$ cat config.mk
export PLATFORM = sky130hd
export DESIGN_NAME = mem_initiator_flat
export DESIGN_NICKNAME = d
export VERILOG_FILES = /design/src/rtl/mem_initiator_pkg.sv /design/src/rtl/mem_initiator_if.sv /design/src/rtl/mem_initiator_load_extend.sv /design/src/rtl/mem_initiator.sv /design/src/flat_wrapper.sv
export SDC_FILE = /design/constraint.sdc
export NUM_CORES = 1
export LEC_CHECK = 0
export CAP_MARGIN = 20
export CORE_MARGIN = 4
export CORE_UTILIZATION = 43
export CTS_BUF_LIST = sky130_fd_sc_hd__clkbuf_4 sky130_fd_sc_hd__clkbuf_8
export DETAILED_ROUTE_END_ITERATION = 8
export MAX_ROUTING_LAYER = met4
export PLACE_DENSITY = 0.83
export SYNTH_ARGS = -nofsm -noshare
export SYNTH_HDL_FRONTEND = slang
export SYNTH_HIERARCHICAL = 1
export SYNTH_SLANG_ARGS = --single-unit
$ cat constraint.sdc
create_clock -name clk -period 2.1 [get_ports clk]
set_clock_uncertainty 0.2 [all_clocks]
set_input_delay 0.525 -clock clk [delete_from_list [all_inputs] [get_ports clk]]
set_output_delay 0.525 -clock clk [all_outputs]
set_load 0.02 [all_outputs]
$ cat src/rtl/mem_initiator_pkg.sv
// rtl/mem_initiator_pkg.sv - shared widths, bus size/response codes and command helpers
package mem_initiator_pkg;

  localparam int WORD_W      = 32;
  localparam int ADDR_W      = 32;
  localparam int MEM_COUNT_W = 2;
  localparam int MEM_CODE_W  = 3;

  localparam logic [MEM_COUNT_W-1:0] MEM_COUNT_NONE = 2'd0;
  localparam logic [MEM_COUNT_W-1:0] MEM_COUNT_BYTE = 2'd1;
  localparam logic [MEM_COUNT_W-1:0] MEM_COUNT_HALF = 2'd2;
  localparam logic [MEM_COUNT_W-1:0] MEM_COUNT_WORD = 2'd3;

  localparam logic [MEM_CODE_W-1:0] MEM_CODE_INVALID    = 3'd0;
  localparam logic [MEM_CODE_W-1:0] MEM_CODE_READ       = 3'd1;
  localparam logic [MEM_CODE_W-1:0] MEM_CODE_WRITE      = 3'd2;
  localparam logic [MEM_CODE_W-1:0] MEM_CODE_MISALIGNED = 3'd3;
  localparam logic [MEM_CODE_W-1:0] MEM_CODE_READONLY   = 3'd4;
  localparam logic [MEM_CODE_W-1:0] MEM_CODE_NOT_FOUND  = 3'd5;

  // Only the parts of a command that matter after the bus cycle has been issued
  typedef struct packed {
    logic                   write;
    logic [MEM_COUNT_W-1:0] count;
    logic                   sgn;
  } mem_cmd_t;

  // Success code a responder is expected to return for this access direction
  function automatic logic [MEM_CODE_W-1:0] expected_code(input logic write);
    return write ? MEM_CODE_WRITE : MEM_CODE_READ;
  endfunction

  // HALF needs 2-byte alignment, WORD needs 4-byte alignment
  function automatic logic is_misaligned(input logic [MEM_COUNT_W-1:0] count,
                                         input logic [1:0]             addr_lsb);
    logic mis;
    mis = 1'b0;
    if (count == MEM_COUNT_HALF) mis = addr_lsb[0];
    if (count == MEM_COUNT_WORD) mis = |addr_lsb;
    return mis;
  endfunction

endpackage

$ cat src/rtl/mem_initiator_if.sv
// rtl/mem_initiator_if.sv - command, bus request/response and result signals of mem_initiator
interface mem_initiator_if;
  import mem_initiator_pkg::*;

  // core command
  logic                   i_cmd_valid;
  logic                   o_cmd_ready;
  logic                   i_cmd_write;
  logic [MEM_COUNT_W-1:0] i_cmd_count;
  logic                   i_cmd_signed;
  logic [ADDR_W-1:0]      i_cmd_addr;
  logic [WORD_W-1:0]      i_cmd_wr_data;

  // bus request
  logic [ADDR_W-1:0]      o_req_addr;
  logic [MEM_COUNT_W-1:0] o_req_count;
  logic                   o_req_wr_en;
  logic [WORD_W-1:0]      o_req_wr_data;

  // bus response
  logic [WORD_W-1:0]      i_res_rd_data;
  logic [MEM_CODE_W-1:0]  i_res_code;

  // result to core
  logic                   o_rsp_valid;
  logic [WORD_W-1:0]      o_rsp_data;
  logic [MEM_CODE_W-1:0]  o_rsp_code;
  logic                   o_rsp_err;

  modport master (
    input  i_cmd_valid, i_cmd_write, i_cmd_count, i_cmd_signed, i_cmd_addr, i_cmd_wr_data,
    input  i_res_rd_data, i_res_code,
    output o_cmd_ready,
    output o_req_addr, o_req_count, o_req_wr_en, o_req_wr_data,
    output o_rsp_valid, o_rsp_data, o_rsp_code, o_rsp_err
  );

  modport slave (
    output i_cmd_valid, i_cmd_write, i_cmd_count, i_cmd_signed, i_cmd_addr, i_cmd_wr_data,
    output i_res_rd_data, i_res_code,
    input  o_cmd_ready,
    input  o_req_addr, o_req_count, o_req_wr_en, o_req_wr_data,
    input  o_rsp_valid, o_rsp_data, o_rsp_code, o_rsp_err
  );

endinterface

$ cat src/rtl/mem_initiator_load_extend.sv
// rtl/mem_initiator_load_extend.sv - load_extend: size/sign extension of low-justified load data
module load_extend
  import mem_initiator_pkg::*;
(
  input  logic [MEM_COUNT_W-1:0] count,
  input  logic                   sgn,
  input  logic [WORD_W-1:0]      data,
  output logic [WORD_W-1:0]      ext
);

  // Keep only the accessed low bytes; upper responder bits are ignored
  always_comb begin
    ext = data;
    case (count)
      MEM_COUNT_BYTE: ext = {{(WORD_W-8){sgn & data[7]}}, data[7:0]};
      MEM_COUNT_HALF: ext = {{(WORD_W-16){sgn & data[15]}}, data[15:0]};
      default:        ext = data;
    endcase
  end

endmodule

$ cat src/rtl/mem_initiator.sv
// rtl/mem_initiator.sv - load/store bus request master; MEM_INITIATOR_PRECHECK_EN enables alignment precheck
module mem_initiator
  import mem_initiator_pkg::*;
#(
  parameter int RES_LATENCY = 1
)
(
  input  logic            clk,
  input  logic            aresetn,
  mem_initiator_if.master bus
);

  typedef enum logic [1:0] {
    ST_IDLE,
    ST_REQ,
    ST_WAIT,
    ST_RESP
  } state_t;

  localparam int CNT_W = (RES_LATENCY > 1) ? $clog2(RES_LATENCY) : 1;

  state_t            state;
  mem_cmd_t          cmd;
  logic [CNT_W-1:0]  lat_cnt;
  logic [WORD_W-1:0] ext_data;

  load_extend u_load_extend (
    .count (cmd.count),
    .sgn   (cmd.sgn),
    .data  (bus.i_res_rd_data),
    .ext   (ext_data)
  );

  // Command FSM: accept, one bus request cycle, fixed-latency wait, one-cycle result
  always_ff @(posedge clk) begin
    if (!aresetn) begin
      state             <= ST_IDLE;
      cmd               <= '0;
      lat_cnt           <= '0;
      bus.o_cmd_ready   <= 1'b0;
      bus.o_req_addr    <= '0;
      bus.o_req_count   <= MEM_COUNT_NONE;
      bus.o_req_wr_en   <= 1'b0;
      bus.o_req_wr_data <= '0;
      bus.o_rsp_valid   <= 1'b0;
      bus.o_rsp_data    <= '0;
      bus.o_rsp_code    <= MEM_CODE_INVALID;
      bus.o_rsp_err     <= 1'b0;
    end else begin
      // request and result strobes are single-cycle unless a state re-asserts them
      bus.o_req_count <= MEM_COUNT_NONE;
      bus.o_req_wr_en <= 1'b0;
      bus.o_rsp_valid <= 1'b0;

      case (state)
        ST_IDLE: begin
          bus.o_cmd_ready <= 1'b1;
          if (bus.o_cmd_ready && bus.i_cmd_valid) begin
            bus.o_cmd_ready <= 1'b0;
            cmd <= '{write: bus.i_cmd_write, count: bus.i_cmd_count, sgn: bus.i_cmd_signed};
            if (bus.i_cmd_count == MEM_COUNT_NONE) begin
              state           <= ST_RESP;
              bus.o_rsp_valid <= 1'b1;
              bus.o_rsp_data  <= '0;
              bus.o_rsp_code  <= MEM_CODE_INVALID;
              bus.o_rsp_err   <= 1'b1;
            end
`ifdef MEM_INITIATOR_PRECHECK_EN
            else if (is_misaligned(bus.i_cmd_count, bus.i_cmd_addr[1:0])) begin
              state           <= ST_RESP;
              bus.o_rsp_valid <= 1'b1;
              bus.o_rsp_data  <= '0;
              bus.o_rsp_code  <= MEM_CODE_MISALIGNED;
              bus.o_rsp_err   <= 1'b1;
            end
`endif
            else begin
              // registered so the bus sees the request exactly in the REQ cycle
              state             <= ST_REQ;
              bus.o_req_addr    <= bus.i_cmd_addr;
              bus.o_req_count   <= bus.i_cmd_count;
              bus.o_req_wr_en   <= bus.i_cmd_write;
              bus.o_req_wr_data <= bus.i_cmd_wr_data;
            end
          end
        end

        ST_REQ: begin
          lat_cnt <= CNT_W'(RES_LATENCY - 1);
          state   <= ST_WAIT;
        end

        ST_WAIT: begin
          if (lat_cnt == '0) begin
            state           <= ST_RESP;
            bus.o_rsp_valid <= 1'b1;
            bus.o_rsp_code  <= bus.i_res_code;
            if (bus.i_res_code == expected_code(cmd.write)) begin
              bus.o_rsp_data <= cmd.write ? '0 : ext_data;
              bus.o_rsp_err  <= 1'b0;
            end else begin
              bus.o_rsp_data <= '0;
              bus.o_rsp_err  <= 1'b1;
            end
          end else begin
            lat_cnt <= lat_cnt - CNT_W'(1);
          end
        end

        ST_RESP: begin
          bus.o_cmd_ready <= 1'b1;
          state           <= ST_IDLE;
        end

        default: state <= ST_IDLE;
      endcase
    end
  end

endmodule

$ cat src/flat_wrapper.sv
// flat-port wrapper written by rule: the top's interface ports become plain ports
module mem_initiator_flat import mem_initiator_pkg::*;
#(
  parameter int RES_LATENCY = 1
)
  (clk, aresetn, bus_i_cmd_valid, bus_i_cmd_write, bus_i_cmd_count, bus_i_cmd_signed, bus_i_cmd_addr, bus_i_cmd_wr_data, bus_i_res_rd_data, bus_i_res_code, bus_o_cmd_ready, bus_o_req_addr, bus_o_req_count, bus_o_req_wr_en, bus_o_req_wr_data, bus_o_rsp_valid, bus_o_rsp_data, bus_o_rsp_code, bus_o_rsp_err);
  mem_initiator_if bus_i ();
  input  logic clk;
  input  logic aresetn;
  input wire logic [$bits(bus_i.i_cmd_valid)-1:0] bus_i_cmd_valid;
  input wire logic [$bits(bus_i.i_cmd_write)-1:0] bus_i_cmd_write;
  input wire logic [$bits(bus_i.i_cmd_count)-1:0] bus_i_cmd_count;
  input wire logic [$bits(bus_i.i_cmd_signed)-1:0] bus_i_cmd_signed;
  input wire logic [$bits(bus_i.i_cmd_addr)-1:0] bus_i_cmd_addr;
  input wire logic [$bits(bus_i.i_cmd_wr_data)-1:0] bus_i_cmd_wr_data;
  input wire logic [$bits(bus_i.i_res_rd_data)-1:0] bus_i_res_rd_data;
  input wire logic [$bits(bus_i.i_res_code)-1:0] bus_i_res_code;
  output wire logic [$bits(bus_i.o_cmd_ready)-1:0] bus_o_cmd_ready;
  output wire logic [$bits(bus_i.o_req_addr)-1:0] bus_o_req_addr;
  output wire logic [$bits(bus_i.o_req_count)-1:0] bus_o_req_count;
  output wire logic [$bits(bus_i.o_req_wr_en)-1:0] bus_o_req_wr_en;
  output wire logic [$bits(bus_i.o_req_wr_data)-1:0] bus_o_req_wr_data;
  output wire logic [$bits(bus_i.o_rsp_valid)-1:0] bus_o_rsp_valid;
  output wire logic [$bits(bus_i.o_rsp_data)-1:0] bus_o_rsp_data;
  output wire logic [$bits(bus_i.o_rsp_code)-1:0] bus_o_rsp_code;
  output wire logic [$bits(bus_i.o_rsp_err)-1:0] bus_o_rsp_err;
  assign bus_i.i_cmd_valid = bus_i_cmd_valid;
  assign bus_i.i_cmd_write = bus_i_cmd_write;
  assign bus_i.i_cmd_count = bus_i_cmd_count;
  assign bus_i.i_cmd_signed = bus_i_cmd_signed;
  assign bus_i.i_cmd_addr = bus_i_cmd_addr;
  assign bus_i.i_cmd_wr_data = bus_i_cmd_wr_data;
  assign bus_i.i_res_rd_data = bus_i_res_rd_data;
  assign bus_i.i_res_code = bus_i_res_code;
  assign bus_o_cmd_ready = bus_i.o_cmd_ready;
  assign bus_o_req_addr = bus_i.o_req_addr;
  assign bus_o_req_count = bus_i.o_req_count;
  assign bus_o_req_wr_en = bus_i.o_req_wr_en;
  assign bus_o_req_wr_data = bus_i.o_req_wr_data;
  assign bus_o_rsp_valid = bus_i.o_rsp_valid;
  assign bus_o_rsp_data = bus_i.o_rsp_data;
  assign bus_o_rsp_code = bus_i.o_rsp_code;
  assign bus_o_rsp_err = bus_i.o_rsp_err;
  mem_initiator #(.RES_LATENCY(RES_LATENCY)) u_core (.clk(clk), .aresetn(aresetn), .bus(bus_i));
endmodule
---- Word level (Yosys, flattened, before mapping) ----
Index checks and enable logic that the tools add are counted.
word-level totals
  output and inout port bits .............. 105
  input bits .............................. 106
  register bits after elaboration ......... 112
  word-level logic and storage cells ...... 70
operators by class
  equal/unequal tests ..................... 9
  bitwise logic cells ..................... 6
  $add $sub $neg .......................... 1
  mux-type cells .......................... 29
  reductions and logical operators ........ 11
operators by type and width
  operator                                                         number
  32-bit two-way mux                                               5
  32-bit case mux with 2 select lines                              2
  1-bit two-way mux                                                9
  3-bit two-way mux                                                3
  2-bit two-way mux                                                4
  1-bit case mux with 2 select lines                               4
  2-bit case mux with 4 select lines                               1
  2-bit == test, second input constant                             3
  3-bit case mux with 2 select lines                               1
  2-bit nonzero test                                               3
  2-bit by 1-bit == test with 1-bit output, second input constant  2
  2-bit zero test                                                  2
  2-bit by 1-bit != test with 1-bit output, second input constant  2
  1-bit NOT                                                        4
  2-bit AND reduction                                              2
  4-bit AND reduction                                              1
  4-bit OR reduction                                               1
  3-bit == test                                                    1
  3-bit AND reduction                                              1
  1-bit AND                                                        2
  2-bit != test, second input constant                             1
  1-bit logical AND                                                1
  1-bit subtractor, second input constant                          1

---- Longest topological paths before layout ----
Gate-level depths: netlist of the first run.
  depth in word-level cells ............... 6
  mapped depth ............................ 9
  depth with buffers taken out ............ 5

---- Modules after synthesis ----
The synthesis of the first run kept the hierarchy.
by module, submodules not included
  module         area an instance (um2)  instances  cells each  sequential area each (um2)
  mem_initiator  4242.8                  1          498         2222.1
  load_extend    380.4                   1          62          0.0

---- Worst setup path before layout of the first run ----
OpenSTA, ideal clock, no wires.
  path type ............................... register to register
  start point ............................. reg u_core.state[1]
  end point ............................... reg u_core.bus.o_rsp_data[1]
  cell stages (with the launch flop) ...... 9
  buffers on the path ..................... 3
  required time ........................... 1.784 ns
  path slack .............................. 0.275 ns
  library setup time ...................... 0.116 ns
  arrival ................................. 1.509 ns
  clock period less this slack ............ 1.825 ns
  path through ............................ dfxtp_1 -> inv_1 -> ha_1 -> buf_2 -> nor2b_1 -> buf_2 -> clkbuf_1 -> a211oi_1 -> a31o_2
on the way
  longest elaborated chain between the ends .. 3
  elaborated cells between the ends (all ways) .. 8
  classes of those cells .................. eq/ne (4); mux (1); reduce/logical (3)
RTL lines
  item                                                   line                    RTL
  start, declared                                        mem_initiator.sv:22     state_t state;
  start signal, assigned                                 mem_initiator.sv:37     state <= ST_IDLE;
  start signal, assigned                                 mem_initiator.sv:62     state <= ST_RESP;
  start signal, assigned                                 mem_initiator.sv:79     state <= ST_REQ;
  2-bit == test or 2-bit zero test (tied branches)       mem_initiator.sv:55     case (state)
  2-bit != test (no line), or another cell as far along  n/a
  4-bit AND reduction (no line)                          n/a
  end signal, assigned                                   mem_initiator.sv:99     bus.o_rsp_data <= cmd.write ? '0 : ext_data;
  end, declared                                          mem_initiator_if.sv:35  output o_rsp_valid, o_rsp_data, o_rsp_code, o_rsp_err
Several ways; a longest one is shown, not always the timed one.
A chain may end at the register's enable or synchronous reset.

---- Worst setup path in the final report of the first run ----
  start point ............................. reg u_core.bus.o_req_wr_data[10]
  end point ............................... out bus_o_req_wr_data[10]
RTL lines
  item                    line                    RTL
  start, declared         mem_initiator_if.sv:34  output o_req_addr, o_req_count, o_req_wr_en, o_req_wr_data,
  start signal, assigned  mem_initiator.sv:83     bus.o_req_wr_data <= bus.i_cmd_wr_data;
  end, declared           flat_wrapper.sv:22      output wire logic [$bits(bus_i.o_req_wr_data)-1:0] bus_o_req_wr_data;
No word-level cell between the ends.

==> flow_summary.ini, run 1 <==
[clocking]
clock_tree.root_cell = sky130_fd_sc_hd__clkbuf_8
clock_insertion_delay_worst_skew_ns = 0.36
tritoncts_clock_tree = done
cts-htree-levels = 3
cts_sinks = 111
hold_bufs_inserted_after_cts = 0
worst_setup_hold_path_clk_slew_ns = 0.10
cts_buffers = 9
clock_tree.buffer_depth = 2
number_of_setup_buffers_added_after_cts = 0

[setup_path]
crit_buf_inv = 1
reg2reg_setup_slack_ns = 0.25
critPathMaxFanout = 2
end_kind = output pin
crit_type = reg2out
critical-path-slowest-cell = sky130_fd_sc_hd__clkdlybuf4s50_1
critical_path.max_stage_delay_ns = 0.63
worstRegToRegCells = 7
worst-endpoint-required_ns = 1.37
rr_endpoint = u_core/bus.o_req_addr[7]
critPathArrivalTime_ns = 1.34
crit_chain = clkdlybuf4s50_1
cp_top_family = buffers and inverters
regToRegStartpoint = u_core/state[0]
critical_path.startpoint_type = flip-flop

[power_and_ir_drop]
p_switching_mw = 2.05
power.density_nw_per_um2 = 823
p_clk_share_pct = 22.2
worst_ir_drop_vdd_uv = 539
internal_power_mw = 3.85
sequential_share_of_power_pct = 40.8
power_frac_comb_pct = 37.0
p_leak_nw = 3.25
p_sw_share_pct = 34.7

[hold_path]
hp-class = reg2reg
timing.hold.worst.start = u_core/bus.o_req_addr[28]
hold_depth = 2
hold_path_end = u_core/bus.o_req_addr[28]

[routing]
routed_wire_length_per_instance_microns = 15.8
drt-pass1-iter-count = 5
drcViolationCount = 0
post_drt_via_cell_ratio = 5.18
antenna_left = 0
detailroute.via_count = 4601
drt_first_iter_violations = 219
postRouteWirelength_mm = 14.1

[global_routing]
first_pass_grt_wire_length_mm = 22.1
initial_antenna_violation_count = 0
globalRouteOverflowTotal = 0
first_global_vias = 4544
globalRouteTotalUtil_pct = 22.0
maximum_number_of_pins_on_one_net_before_global_route_repair = 71

[yosys]
netlist_area_sq_um = 4620
postSynthRegisterBits = 111
postSynthCellCount = 560
syn-mean-instance-area_sq_um = 8.26
synth_net_count = 671
ys_warn_count = 6
netlist-cell-type-count = 34
portion_of_the_post_synthesis_area_used_by_sequential_elements_pct = 48.1

[place]
io_buffer_count = 210
dpl.hpwl_mm = 10.4
post-place-cells = 873
gpl_congestion = 0.829

[die]
coreArea_sq_um = 10400
io_pins = 211
initial_core_util_pct = 44.4
placement_rows = 37
die_height_microns = 112
die_x_microns = 112
design.die.area_sq_um = 12500

[finish]
diodes = 0
synthToLayoutAreaGrowth_pct = 55.3
multi_input_comb_area_sq_um = 2070
layout-drive-gt1-share_pct = 7.30
final_net_count = 859
fill_cells = 800
post_layout_nonfiller_instances = 889
seq_area_sq_um = 2220

[sta]
hold_viol = 0
fmax_mhz = 485
slew_viol_final = 0
setup_viol = 0
timing.max_slew.rel_slack_pct = 70.1
tightest_slew_ns = 0.449
min_period_over_period_pct = 98.3
min_period_ns = 2.06
totalNegativeSetupSlack_ns = 0

[status]
status = complete, no violations

[job]
max_cap_viol_count = 0
[worst min-delay path: stages (launching register included)]
cell and delay (ns):
sky130_fd_sc_hd__dfxtp_1 0.32, sky130_fd_sc_hd__nand2_1 0.05, sky130_fd_sc_hd__a21oi_1 0.05
[metrics by stage]
step | power, mW | setup slack, ns | area (sq um) | hold slack, ns | utilization, %
2_1_floorplan | 3.72 | 0.275 | 4620 | 0.287 | -
3_3_place_gp | 4.58 | -0.0871 | 6880 | 0.240 | 66.0
3_5_place_dp | 4.64 | -0.133 | 6880 | 0.247 | 66.0
4_1_cts | 5.97 | 0.00159 | 7090 | 0.260 | 68.0
5_1_grt | 6.23 | -0.0166 | 7180 | 0.283 | 68.9
6_report | 5.91 | 0.0362 | 7180 | 0.257 | 68.9
[area by class of cell]
class / count / area share (%)
inverter: 7 / 0.366
tap: 136 / 2.37
multi-input combinational: 382 / 28.8
timing repair buffer: 237 / 34.6
clock buffer: 12 / 2.13
sequential: 111 / 31.0
clock inverter: 4 / 0.767
[worst max path at each step]
| stage | slack [ns] | cells past startpoint | endpoint | from |
|---|---|---|---|---|
| after CTS | 0.002 | 1 | bus_o_req_addr[22] | u_core/bus.o_req_addr[22] |
| after global routing | -0.02 | 1 | bus_o_req_wr_data[10] | u_core/bus.o_req_wr_data[10] |
| after global placement | -0.09 | 5 | u_core/bus.o_rsp_data[1] | bus_i_cmd_count[0] |
| after detailed placement | -0.13 | 5 | u_core/bus.o_rsp_data[1] | bus_i_cmd_count[0] |
| after floorplan | 0.27 | 8 | u_core/bus.o_rsp_data[1] | u_core/state[1] |
| final | 0.04 | 1 | bus_o_req_wr_data[10] | u_core/bus.o_req_wr_data[10] |
[registers in the layout, summed over array words and instances, names as in the netlist]
name                      cells
u_core/bus.o_rsp_code         3
u_core/bus.o_req_count        2
u_core/bus.o_cmd_ready        1
u_core/bus.o_req_wr_en        1
u_core/state                  2
u_core/bus.o_rsp_valid        1
u_core/bus.o_rsp_data        32
u_core/bus.o_req_wr_data     32
u_core/bus.o_req_addr        32
u_core/cmd                    4
u_core/bus.o_rsp_err          1
[power groups by stage]
stage / sequential (mW) / combinational (mW) / clock [mW]
3_5_place_dp: 2.46 / 2.18 / 0
2_1_floorplan: 2.66 / 1.06 / 0
3_3_place_gp: 2.45 / 2.13 / 0
6_report: 2.41 / 2.18 / 1.31
4_1_cts: 2.41 / 2.20 / 1.36
5_1_grt: 2.44 / 2.36 / 1.43
[per-layer routing]
metal | vias up | wire [microns] | GRT usage [%]
met3 | 16 | 1220 | 6.63
met4 | 0 | 202 | 5.84
li1 | 2272 | - | -
met5 | - | 0 | -
met2 | 187 | 6920 | 37.0
met1 | 2126 | 5740 | 25.7
[synth_stat cells]
master                      count  share of area [%]
sky130_fd_sc_hd__a31o_2         4               0.76
sky130_fd_sc_hd__mux2i_1        4               0.87
sky130_fd_sc_hd__clkbuf_1      29                2.4
sky130_fd_sc_hd__nor4b_2        1               0.32
sky130_fd_sc_hd__ha_1           5                1.4
sky130_fd_sc_hd__inv_1          6               0.49
sky130_fd_sc_hd__and3_1         4               0.54
sky130_fd_sc_hd__inv_2          1              0.081
sky130_fd_sc_hd__nor3b_1        1               0.16
sky130_fd_sc_hd__o2111a_1       1               0.24
sky130_fd_sc_hd__a31o_1        28                5.3
sky130_fd_sc_hd__a311oi_2       1               0.32
sky130_fd_sc_hd__or2_0          1               0.14
sky130_fd_sc_hd__o2111ai_2      1               0.32
sky130_fd_sc_hd__and4b_1        1               0.22
sky130_fd_sc_hd__and4bb_1       1               0.27
sky130_fd_sc_hd__a21oi_1       68                7.4
sky130_fd_sc_hd__a22oi_2        1               0.27
sky130_fd_sc_hd__o22ai_1        3               0.41
sky130_fd_sc_hd__buf_6          7                1.7
sky130_fd_sc_hd__dfxtp_1      111                 48
sky130_fd_sc_hd__nand3b_1       1               0.16
sky130_fd_sc_hd__a31oi_1        1               0.14
sky130_fd_sc_hd__o21ai_0        5               0.54
sky130_fd_sc_hd__buf_4          9                1.5
sky130_fd_sc_hd__buf_2         15                1.6
sky130_fd_sc_hd__a211oi_1      33                5.4
sky130_fd_sc_hd__nand2b_4       1               0.30
sky130_fd_sc_hd__nand2_1      183                 15
sky130_fd_sc_hd__nand2b_1       1               0.14
sky130_fd_sc_hd__o21ai_1       16                1.7
sky130_fd_sc_hd__nor2b_1        2               0.27
sky130_fd_sc_hd__a21o_1         9                1.5
sky130_fd_sc_hd__nor2_1         5               0.41
[kinds of logic after synthesis]
logic type | Yosys count | synth area share (%)
flops | 111 | 48.1
simple gates | 202 | 17.8
mux | 4 | 0.866
compound gates | 171 | 24.2
buf+inv | 67 | 7.71
fa+ha+maj | 5 | 1.35
[placed cells by master, fill, tap and decap left out, types with 6 or more instances in the layout]
cell type	instances
sky130_fd_sc_hd__dfxtp_1	111
sky130_fd_sc_hd__a31o_1	28
sky130_fd_sc_hd__nand2_1	183
sky130_fd_sc_hd__clkbuf_8	10
sky130_fd_sc_hd__dlymetal6s2s_1	37
sky130_fd_sc_hd__a21o_1	9
sky130_fd_sc_hd__o21ai_1	16
sky130_fd_sc_hd__inv_1	6
sky130_fd_sc_hd__buf_12	7
sky130_fd_sc_hd__buf_4	20
sky130_fd_sc_hd__clkdlybuf4s50_1	172
sky130_fd_sc_hd__a21oi_1	68
sky130_fd_sc_hd__a211oi_1	33
[repair_timing]
action | in CTS | in global routing
setup endpoints to repair | 1 | 37
hold endpoints to repair | 0 | 0
gates resized for setup | 1 | 37
Note: power is estimated with default switching activity, not from simulation.
==> run 2, diff against run 1 <==
Settings changed: SETUP_SLACK_MARGIN set to 0.1.
==> flow_summary.ini, run 2 (synthesis results as in run 1) <==
[status]
status = complete, no violations

[routing]
routed_wire_length_per_instance_microns = 15.6
drcViolationCount = 0
drt_first_iter_violations = 221
drt-pass1-iter-count = 4
post_drt_via_cell_ratio = 5.14
postRouteWirelength_mm = 13.9
antenna_left = 0
detailroute.via_count = 4570

[setup_path]
worst-endpoint-required_ns = 2.15
critical_path.max_stage_delay_ns = 0.42
end_kind = flip-flop
critPathArrivalTime_ns = 1.93
critical-path-slowest-cell = sky130_fd_sc_hd__clkdlybuf4s50_1
crit_chain = clkdlybuf4s50_1, and4bb_1, buf_4, a211oi_1, a31o_2
crit_type = in2reg
crit_buf_inv = 2
cp_top_family = buffers and inverters
critical_path.startpoint_type = input pin
critPathMaxFanout = 25

[sta]
totalNegativeSetupSlack_ns = 0
hold_viol = 0
fmax_mhz = 532
rsz0062_at_grt = false
min_period_over_period_pct = 89.5
slew_viol_final = 0
setup_viol = 0
min_period_ns = 1.88
timing.max_slew.rel_slack_pct = 70.8
tightest_slew_ns = 0.438

[finish]
multi_input_comb_area_sq_um = 2070
biggestRegsByFlops = u_core/bus.o_req_addr (32), u_core/bus.o_req_wr_data (32), u_core/bus.o_rsp_data (32)
layout-drive-gt1-share_pct = 7.30
final_net_count = 859
mostFrequentLayoutCell = sky130_fd_sc_hd__nand2_1
synthToLayoutAreaGrowth_pct = 50.4
seq_area_sq_um = 2220
fill_cells = 869
post_route_utilization_pct = 66.8
layout_common_cells = sky130_fd_sc_hd__nand2_1, sky130_fd_sc_hd__dfxtp_1, sky130_fd_sc_hd__clkdlybuf4s50_1, sky130_fd_sc_hd__dlygate4sd2_1, sky130_fd_sc_hd__a21oi_1
diodes = 0

[hold_path]
hp-class = reg2reg

[clocking]
cts_buffers = 9
tritoncts_clock_tree = done
clock_tree.root_cell = sky130_fd_sc_hd__clkbuf_8
cts-htree-levels = 3
clock_insertion_delay_worst_skew_ns = 0.36
worst_setup_hold_path_clk_slew_ns = 0.09
hold_bufs_inserted_after_cts = 0
cts_sinks = 111
clock_tree.buffer_depth = 2

[place]
dpl.hpwl_mm = 10.4
io_buffer_count = 210
gpl_congestion = 0.829

[power_and_ir_drop]
power_total_mw = 5.79
worst_ir_drop_vdd_uv = 538
p_leak_nw = 3.07
power.density_nw_per_um2 = 832

[die]
die_x_microns = 112
io_pins = 211
initial_core_util_pct = 44.4
die_height_microns = 112
placement_rows = 37
coreArea_sq_um = 10400
design.die.area_sq_um = 12500

[job]
max_cap_viol_count = 0

[global_routing]
globalRouteTotalUtil_pct = 22.0
initial_antenna_violation_count = 0
globalRouteOverflowTotal = 0
maximum_number_of_pins_on_one_net_before_global_route_repair = 71
first_global_vias = 4545
first_pass_grt_wire_length_mm = 22.1
-- run 2: cell types whose count changed in the layout (fill, tap and decap cells not counted) --
| cell | before | now |
|---|---|---|
| sky130_fd_sc_hd__clkdlybuf4s50_1 | 172 | 105 |
| sky130_fd_sc_hd__dlygate4sd2_1 | 1 | 105 |
| sky130_fd_sc_hd__dlymetal6s2s_1 | 37 | 0 |
-- run 2: layout make-up --
class                   count  share of cell area (%)
repair buffers            237                    32.5
flip-flops and latches    111                    31.9
multi-input cells         382                    29.7
well taps                 136                    2.45
clock buffers              12                    2.19
clock inverters             4                   0.792
inverters                   7                   0.378
-- run 2: path summary, 6_finish.rpt --
| path | startpoint | endpoint | slack (ns) | cells after the start |
|---|---|---|---|---|
| max reg2reg | u_core/state[0] | u_core/bus.o_rsp_data[26] | 0.26 | 6 |
| min reg2reg | u_core/bus.o_req_addr[28] | u_core/bus.o_req_addr[28] | 0.25 | 2 |
| max | bus_i_cmd_count[0] | u_core/bus.o_rsp_data[0] | 0.22 | 5 |
| min | u_core/bus.o_req_addr[28] | u_core/bus.o_req_addr[28] | 0.25 | 2 |
-- run 2: power breakdown --
part,switching [mW],internal [mW],total (mW)
Combinational,1.24,0.834,2.07
Clock,0.694,0.617,1.31
Sequential,0.103,2.30,2.41
-- run 2: per-layer routing --
layer | global-route usage [%] | vias to the layer above | part of all wire, %
met5 | - | - | 0
met2 | 37.3 | 171 | 50
met1 | 25.7 | 2118 | 41
met4 | 5.43 | 0 | 1.3
met3 | 6.47 | 17 | 8.1
li1 | - | 2264 | -
-- run 2: repair_timing --
| item | CTS | global route |
|---|---|---|
| resized for setup | 105 | 0 |
| setup endpoints to repair | 105 | 0 |
| setup buffers | 0 | 0 |
-- run 2: per-stage QoR --
step	instance area, sq um	setup slack [ns]	hold slack, ns	cells
final	6960	0.222	0.255	889
after global routing	6960	0.124	0.281	889
after CTS	6960	0.243	0.257	889
after detailed placement	6880	-0.133	0.247	873
after global placement	6880	-0.0871	0.240	873
after floorplan	4620	0.275	0.287	560
-- run 2: worst register-to-register path: stages (launching register included) --
cell                      delay [ns]
sky130_fd_sc_hd__dfxtp_1        0.32
sky130_fd_sc_hd__inv_1          0.10
sky130_fd_sc_hd__ha_1           0.26
sky130_fd_sc_hd__nor2b_1        0.20
sky130_fd_sc_hd__nor4b_4        0.33
sky130_fd_sc_hd__buf_4          0.23
sky130_fd_sc_hd__a31o_1         0.16
